[src/rtl/mem_access_controller_pkg.sv]
// Shared definitions for the byte-serial memory access controller:
// data width, access-size encodings, FSM state encoding and request legality.
package mem_access_controller_pkg;

    localparam int DATA_WIDTH = 32;

    // Access size as presented on memLength; 2'd2 is not a legal size.
    typedef enum logic [1:0] {
        LEN_BYTE = 2'd0,
        LEN_HALF = 2'd1,
        LEN_WORD = 2'd3
    } mem_len_e;

    localparam logic [1:0] LEN_ILLEGAL = 2'd2;

    typedef enum logic [1:0] {
        S_IDLE = 2'd0,
        S_XFER = 2'd1,
        S_DONE = 2'd2,
        S_ERR  = 2'd3
    } state_e;

    // A request is rejected when it is neither a pure load nor a pure store,
    // uses the reserved size code, or is not naturally aligned.
    function automatic logic is_illegal(input logic       load,
                                        input logic       store,
                                        input logic [1:0] mem_length,
                                        input logic [1:0] addr_lo);
        return (load == store)
            || (mem_length == LEN_ILLEGAL)
            || ((mem_length == LEN_HALF) && addr_lo[0])
            || ((mem_length == LEN_WORD) && (addr_lo != 2'b00));
    endfunction

endpackage

[src/rtl/mem_access_controller_if.sv]
// Byte-wide memory port between the access controller (master) and memory (slave).
interface mem_access_controller_if;
    import mem_access_controller_pkg::*;

    logic                  mem_req;
    logic                  mem_we;
    logic [DATA_WIDTH-1:0] mem_addr;
    logic [7:0]            mem_wdata;
    logic                  mem_ack;
    logic [7:0]            mem_rdata;

    modport master (
        output mem_req, mem_we, mem_addr, mem_wdata,
        input  mem_ack, mem_rdata
    );

    modport slave (
        input  mem_req, mem_we, mem_addr, mem_wdata,
        output mem_ack, mem_rdata
    );

endinterface

[src/rtl/mem_access_controller_load_extender.sv]
// Sign/zero extension of an assembled little-endian load word to full width.
module load_extender
    import mem_access_controller_pkg::*;
(
    input  logic [DATA_WIDTH-1:0] raw_i,
    input  logic [1:0]            mem_length_i,
    input  logic                  load_unsigned_i,
    output logic [DATA_WIDTH-1:0] data_o
);

    // Extend from bit 7 for bytes and bit 15 for halves; words pass through.
    always_comb begin
        // NOTE: default assignment first so every path drives data_o and no latch is inferred.
        data_o = raw_i;
        case (mem_length_i)
            LEN_BYTE: data_o = {{(DATA_WIDTH-8){~load_unsigned_i & raw_i[7]}}, raw_i[7:0]};
            LEN_HALF: data_o = {{(DATA_WIDTH-16){~load_unsigned_i & raw_i[15]}}, raw_i[15:0]};
            default:  data_o = raw_i;
        endcase
    end

endmodule

[src/rtl/mem_access_controller.sv]
// Memory access controller: splits a byte/half/word load or store into
// sequential byte transactions on a req/ack memory port and assembles loads.
module mem_access_controller
    import mem_access_controller_pkg::*;
(
    input  logic                   clk,
    input  logic                   reset_n,
    input  logic                   start,
    input  logic                   load,
    input  logic                   store,
    input  logic                   loadUnsigned,
    input  logic [1:0]             memLength,
    input  logic [DATA_WIDTH-1:0]  address,
    input  logic [DATA_WIDTH-1:0]  storeData,
    mem_access_controller_if.master mem,
    output logic                   busy,
    output logic                   done,
    output logic                   error,
    output logic [DATA_WIDTH-1:0]  loadData
);

    state_e                state_q;
    logic [1:0]            idx_q;       // byte index within the access
    logic [1:0]            len_q;       // latched size code, equal to the last byte index
    logic                  load_q;
    logic                  uns_q;
    logic                  req_q;
    logic                  we_q;
    logic                  done_q;
    logic                  error_q;
    logic [DATA_WIDTH-1:0] addr_q;      // address of the byte currently on the bus
    logic [DATA_WIDTH-1:0] wdata_q;     // store data, shifted so the current byte is lowest
    logic [DATA_WIDTH-1:0] rdata_q;     // load bytes captured so far
    logic [DATA_WIDTH-1:0] load_data_q;
    logic [DATA_WIDTH-1:0] raw_word_d;
    logic [DATA_WIDTH-1:0] ext_data;

    // Merge the byte arriving this cycle into its little-endian lane.
    always_comb begin
        raw_word_d = rdata_q;
        raw_word_d[{idx_q, 3'b000} +: 8] = mem.mem_rdata;
    end

    load_extender u_load_extender (
        .raw_i           (raw_word_d),
        .mem_length_i    (len_q),
        .load_unsigned_i (uns_q),
        .data_o          (ext_data)
    );

    // Access sequencer: accept/reject in IDLE, step bytes on ack, pulse done for one cycle.
    always_ff @(posedge clk or negedge reset_n) begin
        if (!reset_n) begin
            state_q     <= S_IDLE;
            idx_q       <= 2'd0;
            len_q       <= 2'd0;
            load_q      <= 1'b0;
            uns_q       <= 1'b0;
            req_q       <= 1'b0;
            we_q        <= 1'b0;
            done_q      <= 1'b0;
            error_q     <= 1'b0;
            addr_q      <= '0;
            wdata_q     <= '0;
            // NOTE: the capture register is reset so an aborted load leaves no partial bytes behind.
            rdata_q     <= '0;
            load_data_q <= '0;
        end else begin
            // NOTE: non-blocking assignments so every register samples pre-edge values.
            done_q  <= 1'b0;
            error_q <= 1'b0;
            case (state_q)
                S_IDLE: begin
                    if (start) begin
                        if (is_illegal(load, store, memLength, address[1:0])) begin
                            state_q <= S_ERR;
                            done_q  <= 1'b1;
                            error_q <= 1'b1;
                        end else begin
                            state_q <= S_XFER;
                            req_q   <= 1'b1;
                            we_q    <= store;
                            addr_q  <= address;
                            wdata_q <= storeData;
                            rdata_q <= '0;
                            idx_q   <= 2'd0;
                            len_q   <= memLength;
                            load_q  <= load;
                            uns_q   <= loadUnsigned;
                        end
                    end
                end
                S_XFER: begin
                    if (mem.mem_ack) begin
                        rdata_q <= raw_word_d;
                        if (idx_q == len_q) begin
                            state_q <= S_DONE;
                            req_q   <= 1'b0;
                            we_q    <= 1'b0;
                            done_q  <= 1'b1;
                            if (load_q) begin
                                load_data_q <= ext_data;
                            end
                        end else begin
                            idx_q   <= idx_q + 2'd1;
                            addr_q  <= addr_q + DATA_WIDTH'(1);
                            wdata_q <= wdata_q >> 8;
                        end
                    end
                end
                default: begin
                    state_q <= S_IDLE;
                end
            endcase
        end
    end

    assign mem.mem_req   = req_q;
    assign mem.mem_we    = we_q;
    assign mem.mem_addr  = addr_q;
    assign mem.mem_wdata = wdata_q[7:0];
    assign busy          = (state_q != S_IDLE);
    assign done          = done_q;
    assign error         = error_q;
    assign loadData      = load_data_q;

endmodule

[src/flat_wrapper.sv]
// flat-port wrapper written by rule: the top's interface ports become plain ports
module mem_access_controller_flat import mem_access_controller_pkg::*;
  (clk, reset_n, start, load, store, loadUnsigned, memLength, address, storeData, busy, done, error, loadData, mem_mem_req, mem_mem_we, mem_mem_addr, mem_mem_wdata, mem_mem_ack, mem_mem_rdata);
  mem_access_controller_if mem_i ();
  input  logic clk;
  input  logic reset_n;
  input  logic start;
  input  logic load;
  input  logic store;
  input  logic loadUnsigned;
  input  logic [1:0] memLength;
  input  logic [DATA_WIDTH-1:0] address;
  input  logic [DATA_WIDTH-1:0] storeData;
  output logic busy;
  output logic done;
  output logic error;
  output logic [DATA_WIDTH-1:0] loadData;
  output wire logic [$bits(mem_i.mem_req)-1:0] mem_mem_req;
  output wire logic [$bits(mem_i.mem_we)-1:0] mem_mem_we;
  output wire logic [$bits(mem_i.mem_addr)-1:0] mem_mem_addr;
  output wire logic [$bits(mem_i.mem_wdata)-1:0] mem_mem_wdata;
  input wire logic [$bits(mem_i.mem_ack)-1:0] mem_mem_ack;
  input wire logic [$bits(mem_i.mem_rdata)-1:0] mem_mem_rdata;
  assign mem_mem_req = mem_i.mem_req;
  assign mem_mem_we = mem_i.mem_we;
  assign mem_mem_addr = mem_i.mem_addr;
  assign mem_mem_wdata = mem_i.mem_wdata;
  assign mem_i.mem_ack = mem_mem_ack;
  assign mem_i.mem_rdata = mem_mem_rdata;
  mem_access_controller u_core (.clk(clk), .reset_n(reset_n), .start(start), .load(load), .store(store), .loadUnsigned(loadUnsigned), .memLength(memLength), .address(address), .storeData(storeData), .mem(mem_i), .busy(busy), .done(done), .error(error), .loadData(loadData));
endmodule
[config.mk]
export PLATFORM = sky130hd
export DESIGN_NAME = mem_access_controller_flat
export DESIGN_NICKNAME = d
export VERILOG_FILES = /design/src/rtl/mem_access_controller_pkg.sv /design/src/rtl/mem_access_controller_if.sv /design/src/rtl/mem_access_controller_load_extender.sv /design/src/rtl/mem_access_controller.sv /design/src/flat_wrapper.sv
export SDC_FILE = /design/constraint.sdc
export NUM_CORES = 1
export LEC_CHECK = 0
export ABC_AREA = 1
export ABC_CLOCK_PERIOD_IN_PS = 6200
export CAP_MARGIN = 20
export CORE_MARGIN = 2
export CORE_UTILIZATION = 47
export DETAILED_ROUTE_END_ITERATION = 8
export PLACE_DENSITY = 0.74
export SLEW_MARGIN = 10
export SYNTH_ARGS = -nofsm -noshare
export SYNTH_HDL_FRONTEND = slang
export SYNTH_SLANG_ARGS = --single-unit
[constraint.sdc]
create_clock -name clk -period 6.2 [get_ports clk]
set_clock_uncertainty 0.15 [all_clocks]
set_input_delay 0.62 -clock clk [delete_from_list [all_inputs] [get_ports clk]]
set_output_delay 0.62 -clock clk [all_outputs]
set_load 0.02 [all_outputs]
**Word level (Yosys, flattened, before mapping)**

Cells that the tools add are included.

- Register bits after elaboration: 140
- Word-level logic and storage cells: 90

- Add/subtract/negate cells: 3
- Eq/ne operators: 12
- Shift-type cells: 2
- Muxes and demuxes: 40
- Bitwise gates (word level): 4
- Reduce and logical (&&, ||, !) cells: 16

Operators with widths:

| cell | number |
|---|---|
| $mux W32 | 11 |
| $pmux W32 S2 | 4 |
| $add A32 B1 Y32 const B | 1 |
| $bwmux W32 | 1 |
| $shift A8 B7 Y32 const A | 1 |
| $shiftx A8 B7 Y32 | 1 |
| $mux W2 | 8 |
| $mux W1 | 11 |
| $reduce_and A5 Y1 | 2 |
| $ne A2 B2 Y1 const B | 4 |
| $pmux W2 S2 | 2 |
| $reduce_and A4 Y1 | 2 |
| $neg A5 Y7 | 1 |
| $eq A2 B1 Y1 const B | 3 |
| $pmux W1 S2 | 3 |
| $reduce_and A3 Y1 | 2 |
| $reduce_bool A2 Y1 | 3 |
| $eq A2 B2 Y1 const B | 2 |
| $logic_not A2 Y1 | 2 |
| $logic_or A1 B1 Y1 | 3 |
| $add A2 B1 Y2 const B | 1 |
| $and A1 B1 Y1 | 2 |
| $eq A2 B2 Y1 | 1 |
| $logic_and A1 B1 Y1 | 2 |
| 3 further kinds | 4 |

**Depth between registers and ports, before layout**

- Depth in word-level cells: 7
- Depth in mapped cells: 12
- Mapped depth without buffers: 10

**Modules after synthesis**

From an unflattened synthesis, not the netlist that was laid out.

- Cell total of the unflattened synthesis: 1117
- Area, all modules: 7905.1 um2

Modules (own cells, without submodules):

| module | instances | cells each | area an instance (um2) | sequential area each (um2) |
|---|---|---|---|---|
| mem_access_controller | 1 | 1046 | 7500.9 | 3503.4 |
| load_extender | 1 | 71 | 404.1 | 0.0 |

**Least setup slack after synthesis**

OpenSTA, ideal clock, no wires.

- Path kind: flip-flop to flip-flop
- Start: register u_core.idx_q[0]
- End: register u_core.load_data_q[20] (netlist: u_core.loadData[20])
- Arrival: 2.075 ns
- Data required time: 5.984 ns
- Slack: 3.909 ns
- Stages on the path, launching flop included: 13
- Cells stage by stage: dfrtp_1 > buf_2 > inv_1 > ha_1 > inv_1 > nor2_2 > nand2_1 > o21ai_1 > nand3_1 > buf_2 > nand3_1 > nand2_1 > nand2_1

- Cells in the longest elaborated chain, start to end: 5
- Elaborated cells between the ends (all ways): 9
- Classes of those cells: 1 x add/sub; 1 x eq/ne; 2 x shift; 2 x mux; 2 x bitwise; 1 x reduce/logical

Ends and longest elaborated chain:

| element | line | RTL |
|---|---|---|
| from (decl) | mem_access_controller.sv:23 | `logic [1:0] idx_q;` |
| from (signal assigned) | mem_access_controller.sv:105 | `idx_q <= idx_q + 2'd1;` |
| $neg A5 Y7 | mem_access_controller.sv:41 | `raw_word_d[{idx_q, 3'b000} +: 8] = mem.mem_rdata;` |
| $shiftx A8 B7 Y32 or $shift A8 B7 Y32 (tied branches) | mem_access_controller.sv:41 |  |
| $bwmux W32 | mem_access_controller.sv:41 |  |
| $and A1 B1 Y1 (on tied branches) | mem_access_controller_load_extender.sv:17, mem_access_controller_load_extender.sv:16 |  |
| $pmux W32 S2 | mem_access_controller_load_extender.sv:15 | `case (mem_length_i)` |
| to (signal assigned) | mem_access_controller.sv:102 | `load_data_q <= ext_data;` |
| to (decl) | mem_access_controller.sv:34 | `logic [DATA_WIDTH-1:0] load_data_q;` |

Several ways; a longest one is shown, not always the timed one.
A chain may end at the register's enable or synchronous reset.

**Worst setup path after layout**

- Start: register u_core.idx_q[0]
- End: register u_core.load_data_q[9] (netlist: u_core.loadData[9])

- Cells in the longest elaborated chain, start to end: 5
- Elaborated cells between the ends (all ways): 8
- Classes of those cells: 1 x add/sub; 1 x eq/ne; 2 x shift; 2 x mux; 1 x bitwise; 1 x reduce/logical

Ends and longest elaborated chain:

| element | line | RTL |
|---|---|---|
| $neg A5 Y7 | mem_access_controller.sv:41 |  |
| $shiftx A8 B7 Y32 or $shift A8 B7 Y32 (tied branches) | mem_access_controller.sv:41 |  |
| $bwmux W32 | mem_access_controller.sv:41 |  |
| $and A1 B1 Y1 | mem_access_controller_load_extender.sv:16 | `LEN_BYTE: data_o = {{(DATA_WIDTH-8){~load_unsigned_i & raw_i[7]}}, raw_i[7:0]};` |
| $pmux W32 S2 | mem_access_controller_load_extender.sv:15 |  |

Several ways; a longest one is shown, not always the timed one.

==> impl_metrics.yaml <==
run_status:
  outcome: "complete, no violations"
synth:
  yosysSeqAreaShare_pct: 45.2
  synth_top_area_share_pct: 45.2
  ys_ff_latch: 140
  synthArstFlopShare_pct: 100
  synth.most_common_cell: "nand2_1"
  yosys-top-cells-count: "nand2_1 (476), dfrtp_1 (140), nor2_1 (118), o21ai_0 (96), nand3_1 (94)"
  avgSynthCellArea_um2: 6.79
  yosys-top-cells-area: "dfrtp_1 (45%), nand2_1 (23%), o21ai_0 (6.2%)"
  ys.flop_type: "dfrtp_1"
  ys_types: 24
  yosysTopAreaCell: "dfrtp_1"
  syn-cell-area_mm2: 0.00776
  synthCells: 1143
  synth_warnings: 0
  synth_edf_count: 0
  synth_nets: 1230
power:
  power-per-cell-area_mw_per_mm2: 515
  ir_worst_vdd_v: 0.000338
  p_total_mw: 5.15
  leakage_nw: 4.74
worst_setup_path:
  crit_required_ns: 6.41
  worstSetupStartpointType: "flip-flop"
  critical_path_class: "flip-flop to flip-flop"
  rr_startpoint: "u_core.idx_q[0]"
  r2r_cells: 7
  path_max_fanout: 24
  rr_endpoint: "u_core.loadData[9]"
  timing.critical_path.arrival_ns: 3.18
  cp-end-kind: "flip-flop"
  ff2ff_setup_slack_ns: 3.23
drt:
  via_per_inst: 5.10
  avgRoutedWirePerCell_um: 14.1
  ant_nets: 0
  drc: 0
  routed_wl_um: 21000
  vias: 7631
  drt_iter0_markers: 639
  firstDrtPassIters: 6
global_routing:
  grt-ovfl-total: 0
  grt_pass1_vias: 6900
  grt_start_max_net_pins: 89
  grt_usage_pct: 24.4
  grt_pass1_wl_um: 34700
  antenna_found_initial: 0
sta:
  fmax_mhz: 337
  worst_pin_slew_ns: 0.845
  rsz0062_at_grt: "no"
  fin_crit_ns: 2.97
  hold_viol: 0
  fin_tns_setup_ns: 0
  hold-worst-slack_ns: 0.0990
  slew-limit-headroom_pct: 43.7
  fin_crit_sh_pct: 47.9
  maxSlewViolCount: 0
  setup_viol: 0
run:
  cap_violations: 0
finish:
  post-route-util_pct: 62.5
  n_fill_cell: 1516
  layout.nets: 1355
  regArea_mm2: 0.00350
  multiInputGateArea_mm2: 0.00362
  num_antenna_cells: 0
  area_delta_synth_final_pct: 28.9
  drive_above_1_share_pct: 3.75
die:
  fp-row-count: 46
  die-area_mm2: 0.0176
  fp.coreArea_mm2: 0.0160
  ios: 158
  die_y_um: 132
  fp.dieW_um: 132
  start_util_pct: 48.5
clock_network:
  clkTransAtPathRegs_ns: 0.06
  h-tree-depth: 4
  cts_resized: 0
  cts.path.max_buffers: 2
  cts_sinks: 140
  clock_latency_ns: 0.43
  cts_setup_buffers: 0
  hold_buffers: 0
  clockRootBuffer: "clkbuf_16"
  cts_inserted_buffers: 17
  tritoncts: "done"
placed_design:
  port_buffers: 157
  gp_congestion: 0.921
  hpwl_um: 14500
min_path:
  hold_class: "primary input to asynchronous set/reset pin"
==> placed cells by master (no fill, tap or decap), types with 3 or more instances in the layout <==
| master | n |
|---|---|
| a21oi_1 | 13 |
| o21ai_0 | 96 |
| inv_2 | 4 |
| o21ai_1 | 12 |
| clkinvlp_4 | 4 |
| buf_4 | 3 |
| inv_1 | 93 |
| clkbuf_1 | 3 |
| o22ai_1 | 18 |
| dfrtp_1 | 140 |
| nor2_2 | 3 |
| nor2_1 | 118 |
| ha_1 | 6 |
| nand3_1 | 94 |
| nand4_1 | 3 |
| clkdlybuf4s50_1 | 156 |
| nand2_1 | 476 |
| clkbuf_16 | 17 |
==> registers in the layout (all words and copies together) (netlist names) <==
name	cells
u_core.error	1
u_core.mem.mem_req	1
u_core.len_q	2
u_core.rdata_q	32
u_core.mem.mem_we	1
u_core.wdata_q	32
u_core.mem.mem_addr	32
u_core.load_q	1
u_core.loadData	32
u_core.done	1
u_core.uns_q	1
u_core.state_q	2
u_core.idx_q	2
==> stage by stage <==
stage,setup slack [ns],instances,area (µm²)
floorplan,3.91,1143,7760
global placement,2.17,1462,9360
detailed placement,1.99,1462,9360
CTS,2.39,1493,9920
global route,2.90,1496,10000
finish,3.23,1496,10000
==> cell families after synthesis <==
group	count (synthesis)	share of synthesized area, %
simple gates	700	36.1
fa+ha+maj	6	0.968
compound gates	141	9.45
buf+inv	154	8.14
flops	140	45.2
xor+xnor	2	0.226
==> critical path, stage by stage, from the launching register on <==
cell and delay [ns]:
dfrtp_1 0.63, inv_1 0.20, ha_1 0.40, o21ai_0 0.41
nand3_1 0.65, o21ai_0 0.31, nand2_1 0.09, nand2_1 0.07
==> worst max-delay path by stage <==
| stage | slack (ns) | startpoint | to |
|---|---|---|---|
| final | 3.23 | u_core.idx_q[0] | u_core.loadData[9] |
| after floorplan | 3.91 | u_core.idx_q[0] | u_core.loadData[20] |
| after CTS | 2.39 | u_core.len_q[1] | u_core.wdata_q[21] |
| after detailed placement | 1.99 | address[0] | u_core.wdata_q[21] |
| after global placement | 2.17 | address[0] | u_core.mem.mem_addr[3] |
| after global routing | 2.90 | u_core.idx_q[0] | u_core.loadData[9] |
==> per-layer routing <==
layer	routed length [µm]	track usage, %	up-vias
li1	-	-	3820
met1	9550	34.4	3523
met2	9900	37.7	247
met3	1120	4.83	41
met4	473	8.54	0
met5	0	0	-
==> layout make-up <==
type                    instances  area share, %
well taps                     216           2.70
clock buffers                  21           4.50
repair buffers                163           16.7
multi-input cells             849           36.2
inverters                      97           3.64
flip-flops and latches        140           35.0
clock inverters                10           1.18
==> power by group <==
group / internal (mW) / leakage [nW] / switching [mW] / total, mW
Clock: 0.600 / 0.266 / 0.394 / 0.994
Sequential: 1.28 / 1.83 / 0.321 / 1.60
Combinational: 0.967 / 2.65 / 1.59 / 2.56
Power figures use the tool's default switching activity.
